[src/rtl/mem_arbiter_if.sv]
// SDRAM controller request bus shared by the arbiter (master) and the controller (slave).
interface mem_arbiter_if #(
    parameter int unsigned AW = 13,
    parameter int unsigned DW = 64
);
    logic          mem_go;
    logic          mem_w_rn;
    logic [AW-1:0] mem_address;
    logic [DW-1:0] mem_data_to_write;
    logic [DW-1:0] mem_data_to_read;
    logic          mem_valid;

    modport master (
        output mem_go, mem_w_rn, mem_address, mem_data_to_write,
        input  mem_data_to_read, mem_valid
    );

    modport slave (
        input  mem_go, mem_w_rn, mem_address, mem_data_to_write,
        output mem_data_to_read, mem_valid
    );
endinterface

[src/rtl/mem_arbiter.sv]
// Round-robin arbiter sharing one SDRAM controller request port between two
// stream clients, with a watchdog that aborts transactions the controller never completes.
module mem_arbiter #(
    parameter int unsigned TIMEOUT = 64,
    parameter int unsigned AW      = 13,
    parameter int unsigned DW      = 64
) (
    input  logic          clk,
    input  logic          rst,
    input  logic          req0,
    input  logic          w_rn0,
    input  logic [AW-1:0] addr0,
    input  logic [DW-1:0] wdata0,
    output logic          ack0,
    output logic          done0,
    output logic [DW-1:0] rdata0,
    input  logic          req1,
    input  logic          w_rn1,
    input  logic [AW-1:0] addr1,
    input  logic [DW-1:0] wdata1,
    output logic          ack1,
    output logic          done1,
    output logic [DW-1:0] rdata1,
    mem_arbiter_if.master bus,
    output logic          timeout_err
);
    localparam int unsigned CW = (TIMEOUT > 2) ? $clog2(TIMEOUT) : 1;

    typedef enum logic [2:0] {
        ST_IDLE,
        ST_GRANT,
        ST_ISSUE,
        ST_WAIT,
        ST_DONE
    } state_t;

    state_t        state, state_d;
    logic          owner, owner_d;
    logic          last, last_d;
    logic [CW-1:0] cnt, cnt_d;
    logic          terr_d;
    logic          latch;
    logic          pick;
    logic          cap;

    // Next-state, arbitration and watchdog decisions
    always_comb begin
        state_d = state;
        owner_d = owner;
        last_d  = last;
        cnt_d   = cnt;
        terr_d  = timeout_err;
        latch   = 1'b0;
        pick    = 1'b0;
        cap     = 1'b0;
        case (state)
            ST_IDLE: begin
                if (req0 || req1) begin
                    // On a tie the client that was not served last wins
                    pick    = req1 && (!req0 || !last);
                    owner_d = pick;
                    last_d  = pick;
                    latch   = 1'b1;
                    state_d = ST_GRANT;
                end
            end
            ST_GRANT: state_d = ST_ISSUE;
            ST_ISSUE: begin
                cnt_d   = '0;
                state_d = ST_WAIT;
            end
            ST_WAIT: begin
                cnt_d = cnt + CW'(1);
                if (bus.mem_valid) begin
                    cap     = !bus.mem_w_rn;
                    state_d = ST_DONE;
                end else if (cnt == CW'(TIMEOUT - 2)) begin
                    terr_d  = 1'b1;
                    state_d = ST_DONE;
                end
            end
            ST_DONE: state_d = ST_IDLE;
            default: state_d = ST_IDLE;
        endcase
    end

    // State, latched request fields and registered client/controller strobes
    always_ff @(posedge clk or negedge rst) begin
        if (!rst) begin
            state                 <= ST_IDLE;
            owner                 <= 1'b0;
            last                  <= 1'b1;
            cnt                   <= '0;
            timeout_err           <= 1'b0;
            ack0                  <= 1'b0;
            ack1                  <= 1'b0;
            done0                 <= 1'b0;
            done1                 <= 1'b0;
            rdata0                <= '0;
            rdata1                <= '0;
            bus.mem_go            <= 1'b0;
            bus.mem_w_rn          <= 1'b0;
            bus.mem_address       <= '0;
            bus.mem_data_to_write <= '0;
        end else begin
            state       <= state_d;
            owner       <= owner_d;
            last        <= last_d;
            cnt         <= cnt_d;
            timeout_err <= terr_d;
            ack0        <= (state_d == ST_GRANT) && !owner_d;
            ack1        <= (state_d == ST_GRANT) &&  owner_d;
            done0       <= (state_d == ST_DONE)  && !owner_d;
            done1       <= (state_d == ST_DONE)  &&  owner_d;
            bus.mem_go  <= (state_d == ST_ISSUE);
            if (latch) begin
                bus.mem_w_rn          <= pick ? w_rn1  : w_rn0;
                bus.mem_address       <= pick ? addr1  : addr0;
                bus.mem_data_to_write <= pick ? wdata1 : wdata0;
            end
            if (cap && !owner) rdata0 <= bus.mem_data_to_read;
            if (cap &&  owner) rdata1 <= bus.mem_data_to_read;
        end
    end
endmodule
[src/flat_wrapper.sv]
// flat-port wrapper written by rule: the top's interface ports become plain ports
module mem_arbiter_flat 
#(
    parameter int unsigned TIMEOUT = 64,
    parameter int unsigned AW      = 13,
    parameter int unsigned DW      = 64
)
  (clk, rst, req0, w_rn0, addr0, wdata0, ack0, done0, rdata0, req1, w_rn1, addr1, wdata1, ack1, done1, rdata1, timeout_err, bus_mem_go, bus_mem_w_rn, bus_mem_address, bus_mem_data_to_write, bus_mem_data_to_read, bus_mem_valid);
  mem_arbiter_if #(.AW(AW), .DW(DW)) bus_i ();
  input  logic clk;
  input  logic rst;
  input  logic req0;
  input  logic w_rn0;
  input  logic [AW-1:0] addr0;
  input  logic [DW-1:0] wdata0;
  output logic ack0;
  output logic done0;
  output logic [DW-1:0] rdata0;
  input  logic req1;
  input  logic w_rn1;
  input  logic [AW-1:0] addr1;
  input  logic [DW-1:0] wdata1;
  output logic ack1;
  output logic done1;
  output logic [DW-1:0] rdata1;
  output logic timeout_err;
  output wire logic [$bits(bus_i.mem_go)-1:0] bus_mem_go;
  output wire logic [$bits(bus_i.mem_w_rn)-1:0] bus_mem_w_rn;
  output wire logic [$bits(bus_i.mem_address)-1:0] bus_mem_address;
  output wire logic [$bits(bus_i.mem_data_to_write)-1:0] bus_mem_data_to_write;
  input wire logic [$bits(bus_i.mem_data_to_read)-1:0] bus_mem_data_to_read;
  input wire logic [$bits(bus_i.mem_valid)-1:0] bus_mem_valid;
  assign bus_mem_go = bus_i.mem_go;
  assign bus_mem_w_rn = bus_i.mem_w_rn;
  assign bus_mem_address = bus_i.mem_address;
  assign bus_mem_data_to_write = bus_i.mem_data_to_write;
  assign bus_i.mem_data_to_read = bus_mem_data_to_read;
  assign bus_i.mem_valid = bus_mem_valid;
  mem_arbiter #(.TIMEOUT(TIMEOUT), .AW(AW), .DW(DW)) u_core (.clk(clk), .rst(rst), .req0(req0), .w_rn0(w_rn0), .addr0(addr0), .wdata0(wdata0), .ack0(ack0), .done0(done0), .rdata0(rdata0), .req1(req1), .w_rn1(w_rn1), .addr1(addr1), .wdata1(wdata1), .ack1(ack1), .done1(done1), .rdata1(rdata1), .bus(bus_i), .timeout_err(timeout_err));
endmodule
[config.mk]
export PLATFORM = sky130hd
export DESIGN_NAME = mem_arbiter_flat
export DESIGN_NICKNAME = d
export VERILOG_FILES = /design/src/rtl/mem_arbiter_if.sv /design/src/rtl/mem_arbiter.sv /design/src/flat_wrapper.sv
export SDC_FILE = /design/constraint.sdc
export NUM_CORES = 1
export LEC_CHECK = 0
export ABC_AREA = 0
export CAP_MARGIN = 20
export CORE_AREA = 2 2 171 173
export DETAILED_ROUTE_END_ITERATION = 12
export DIE_AREA = 0 0 173 175
export PLACE_DENSITY = 0.69
export RECOVER_POWER = 25
export SETUP_SLACK_MARGIN = 0.15
export SLEW_MARGIN = 20
export SYNTH_ARGS = -nofsm -noshare
export SYNTH_HDL_FRONTEND = slang
export SYNTH_SLANG_ARGS = --single-unit
[constraint.sdc]
create_clock -name clk -period 2.1 [get_ports clk]
set_input_delay 0.21 -clock clk [delete_from_list [all_inputs] [get_ports clk]]
set_output_delay 0.21 -clock clk [all_outputs]
set_load 0.1 [all_outputs]
==> flow_metrics.tcl <==
set metrics [dict create \
    place_area_um2 14000 \
    final_cells 1622 \
    tightest_slew_ns 1.05 \
    startpoint_type "flop" \
    setup_ws_ns 0.240 \
    r2r_setup_slack_ns 0.24 \
    synthArstFlopShare 1.00 \
    die_h_um 175 \
    path_class "flop to flop" \
    ys_dominant_reg_cell "dfrtp_1" \
    synth.most_common_cell "dfrtp_1" \
    rr_startpoint "u_core.state[2]" \
    maxCapViolations 0 \
    cts_buffers 26 \
    grt_usage 0.198 \
    crit_slowest_cell "dfrtp_2" \
    yosysWarnings 0 \
    syn_area_per_cell_um2 12.4 \
    post-place-cells 1565 \
    path_clk_slew_ns 0.06 \
    clk_latency_ns 0.51 \
    clockRootBuffer "clkbuf_16" \
    crit_chain "nand3b_4 > nor4b_4 > buf_4 > bufbuf_16 > mux2_2" \
    synthTopCellsByCount "222 x dfrtp_1, 82 x nand3_1, 82 x o21ai_0" \
    via_per_inst 5.03 \
    worstPathArrival_ns 2.26 \
    synth_edf_count 0 \
    skew_ns 0.00958 \
    port_buffers 436 \
    cp_max_fo 32 \
    setup_viol 0 \
    die_area_um2 30300 \
    ioPinCount 437 \
    max_stage_delay_ns 0.46 \
    clock_sinks 223 \
    synth_area_leader_cell "dfrtp_1" \
    maxSlewHeadroom 0.297 \
    grt_pass1_wl_mm 47.9 \
    syn_inst 793 \
    clk_path_buf_depth 3 \
    syn_area_um2 9860 \
    yosys.area.top_type_share 0.563 \
    grt_max_degree 70 \
    synth_area_leaders "dfrtp_1 56%, mux2_4 9.1%, mux2_2 7.9%" \
    finalNetCount 1443 \
    die_w_um 173 \
    rows 62 \
    fillCellCount 2494 \
    finalCritPeriodShare 0.886 \
    area_growth_pct 52.1 \
    wl_mm 31.4 \
    synth_seq_cells 223 \
    rsz0062_at_grt "true" \
    crit_path_start "u_core.state[2]" \
    hpwl_mm 22.1 \
    via_count 8154 \
    ys_seq_area_frac 0.566 \
    stdcell_area_um2 15000 \
    drive_gt1_frac 0.347 \
    pre_cts_ws_ns 0.152 \
    drtAntennaViolNets 0 \
    grt-ovfl-total 0 \
    synthDistinctLibCells 41 \
    cts_tree "yes" \
    htreeDepth 1 \
    syn_nets 1020 \
    wl_per_cell_um 19.4 \
    fin_crit_ns 1.86 \
    status "completed" \
    dr.pass1.iters 5 \
    first_global_vias 8267 \
    r2r-end "u_core.rdata0[12]" \
    reg2reg_depth 5 \
    hold_path.class "primary input to async pin" \
    fmax_mhz 538 \
    setup_tns_ns 0 \
    gp_congestion 0.845 \
    drv_slew 0 \
    drt_iter0_drc 490 \
    cp.required_ns 2.50 \
    core_area_um2 28400 \
    hold_viol 0 \
    grt_antenna_before_repair 2 \
    end_kind "flop" \
    drc_errors 0 \
    critPathCapture "u_core.rdata0[12]" \
    start_util 0.347 \
]
==> cells by family (layout without fill, tap and decap cells) <==
kind of cell / count (synthesis) / after routing / share of synthesized area
buf+inv: 78 / 521 / 0.0573
fa+ha+maj: 2 / 2 / 0.00254
mux: 129 / 129 / 0.170
flops: 223 / 223 / 0.566
other cells: 0 / 2 / 0
compound gates: 253 / 253 / 0.143
simple gates: 108 / 108 / 0.0613
==> worst max-delay path, delay by kind of cell, from the launching register on <==
kind                   cells  cell delay (ns)
DFF                        1             0.46
buffers and inverters      2             0.51
muxes                      1             0.36
and+or+nand+nor            2             0.39
==> layout make-up <==
| cell class | instances | area [um^2] | area share |
|---|---|---|---|
| diodes | 2 | 5.00 | 0.000334 |
| clock buffers | 44 | 810 | 0.0540 |
| clock inverters | 4 | 97.6 | 0.00651 |
| inverters | 2 | 7.51 | 0.000500 |
| multi-input cells | 492 | 3760 | 0.250 |
| flip-flops and latches | 223 | 5580 | 0.372 |
| well taps | 384 | 480 | 0.0320 |
| repair buffers | 471 | 4260 | 0.284 |
==> per-stage QoR <==
stage | hold WS [ns] | util
2_1_floorplan | -0.0856 | -
3_3_place_gp | 0.185 | 0.494
3_5_place_dp | 0.186 | 0.494
4_1_cts | 0.223 | 0.528
5_1_grt | 0.246 | 0.528
6_report | 0.218 | 0.528
==> registers in the layout (all words and copies together) (netlist names), 3 cells and up <==
| signal | count |
|---|---|
| u_core.state | 3 |
| u_core.bus.mem_data_to_write | 64 |
| u_core.bus.mem_address | 13 |
| u_core.cnt | 6 |
| u_core.rdata0 | 64 |
| u_core.rdata1 | 64 |
==> layout by cell type (no fill, tap or decap), types with 4 or more instances in the layout <==
| cell type | n |
|---|---|
| buf_4 | 231 |
| clkdlybuf4s50_1 | 223 |
| dfrtp_1 | 220 |
| nand3_1 | 82 |
| o21ai_0 | 82 |
| a31oi_1 | 79 |
| a21oi_1 | 78 |
| mux2_2 | 69 |
| mux2_4 | 60 |
| clkbuf_16 | 28 |
| clkbuf_1 | 10 |
| buf_12 | 8 |
| clkbuf_8 | 7 |
| nand2_1 | 4 |
==> repair_timing <==
action,in CTS,in global routing
endpoints found under the setup margin,45,74
gates resized for setup,1,3
setup buffers,4,0
endpoints found under the hold margin,53,0
cloned,1,1
hold buffers,1,0
==> metal layers <==
metal	GRT usage	vias up	share of wire
met2	0.334	372	0.49
li1	-	3774	-
met1	0.246	3962	0.40
met3	0.0622	46	0.093
met5	0	-	0
met4	0.0544	0	0.021
==> worst min-delay path by stage <==
| stage | from | endpoint | cells after the start |
|---|---|---|---|
| floorplan | rst | u_core.ack0 | 0 |
| detailed placement | rst | u_core.bus.mem_data_to_write[20] | 1 |
| global route | rst | u_core.bus.mem_data_to_write[1] | 2 |
| CTS | rst | u_core.bus.mem_data_to_write[20] | 2 |
| finish | rst | u_core.bus.mem_data_to_write[20] | 2 |
| global placement | rst | u_core.bus.mem_data_to_write[20] | 1 |
Power is left out: the tool's default activity adds up to more than one toggle a clock period on the data nets, which glitch-free logic cannot reach.
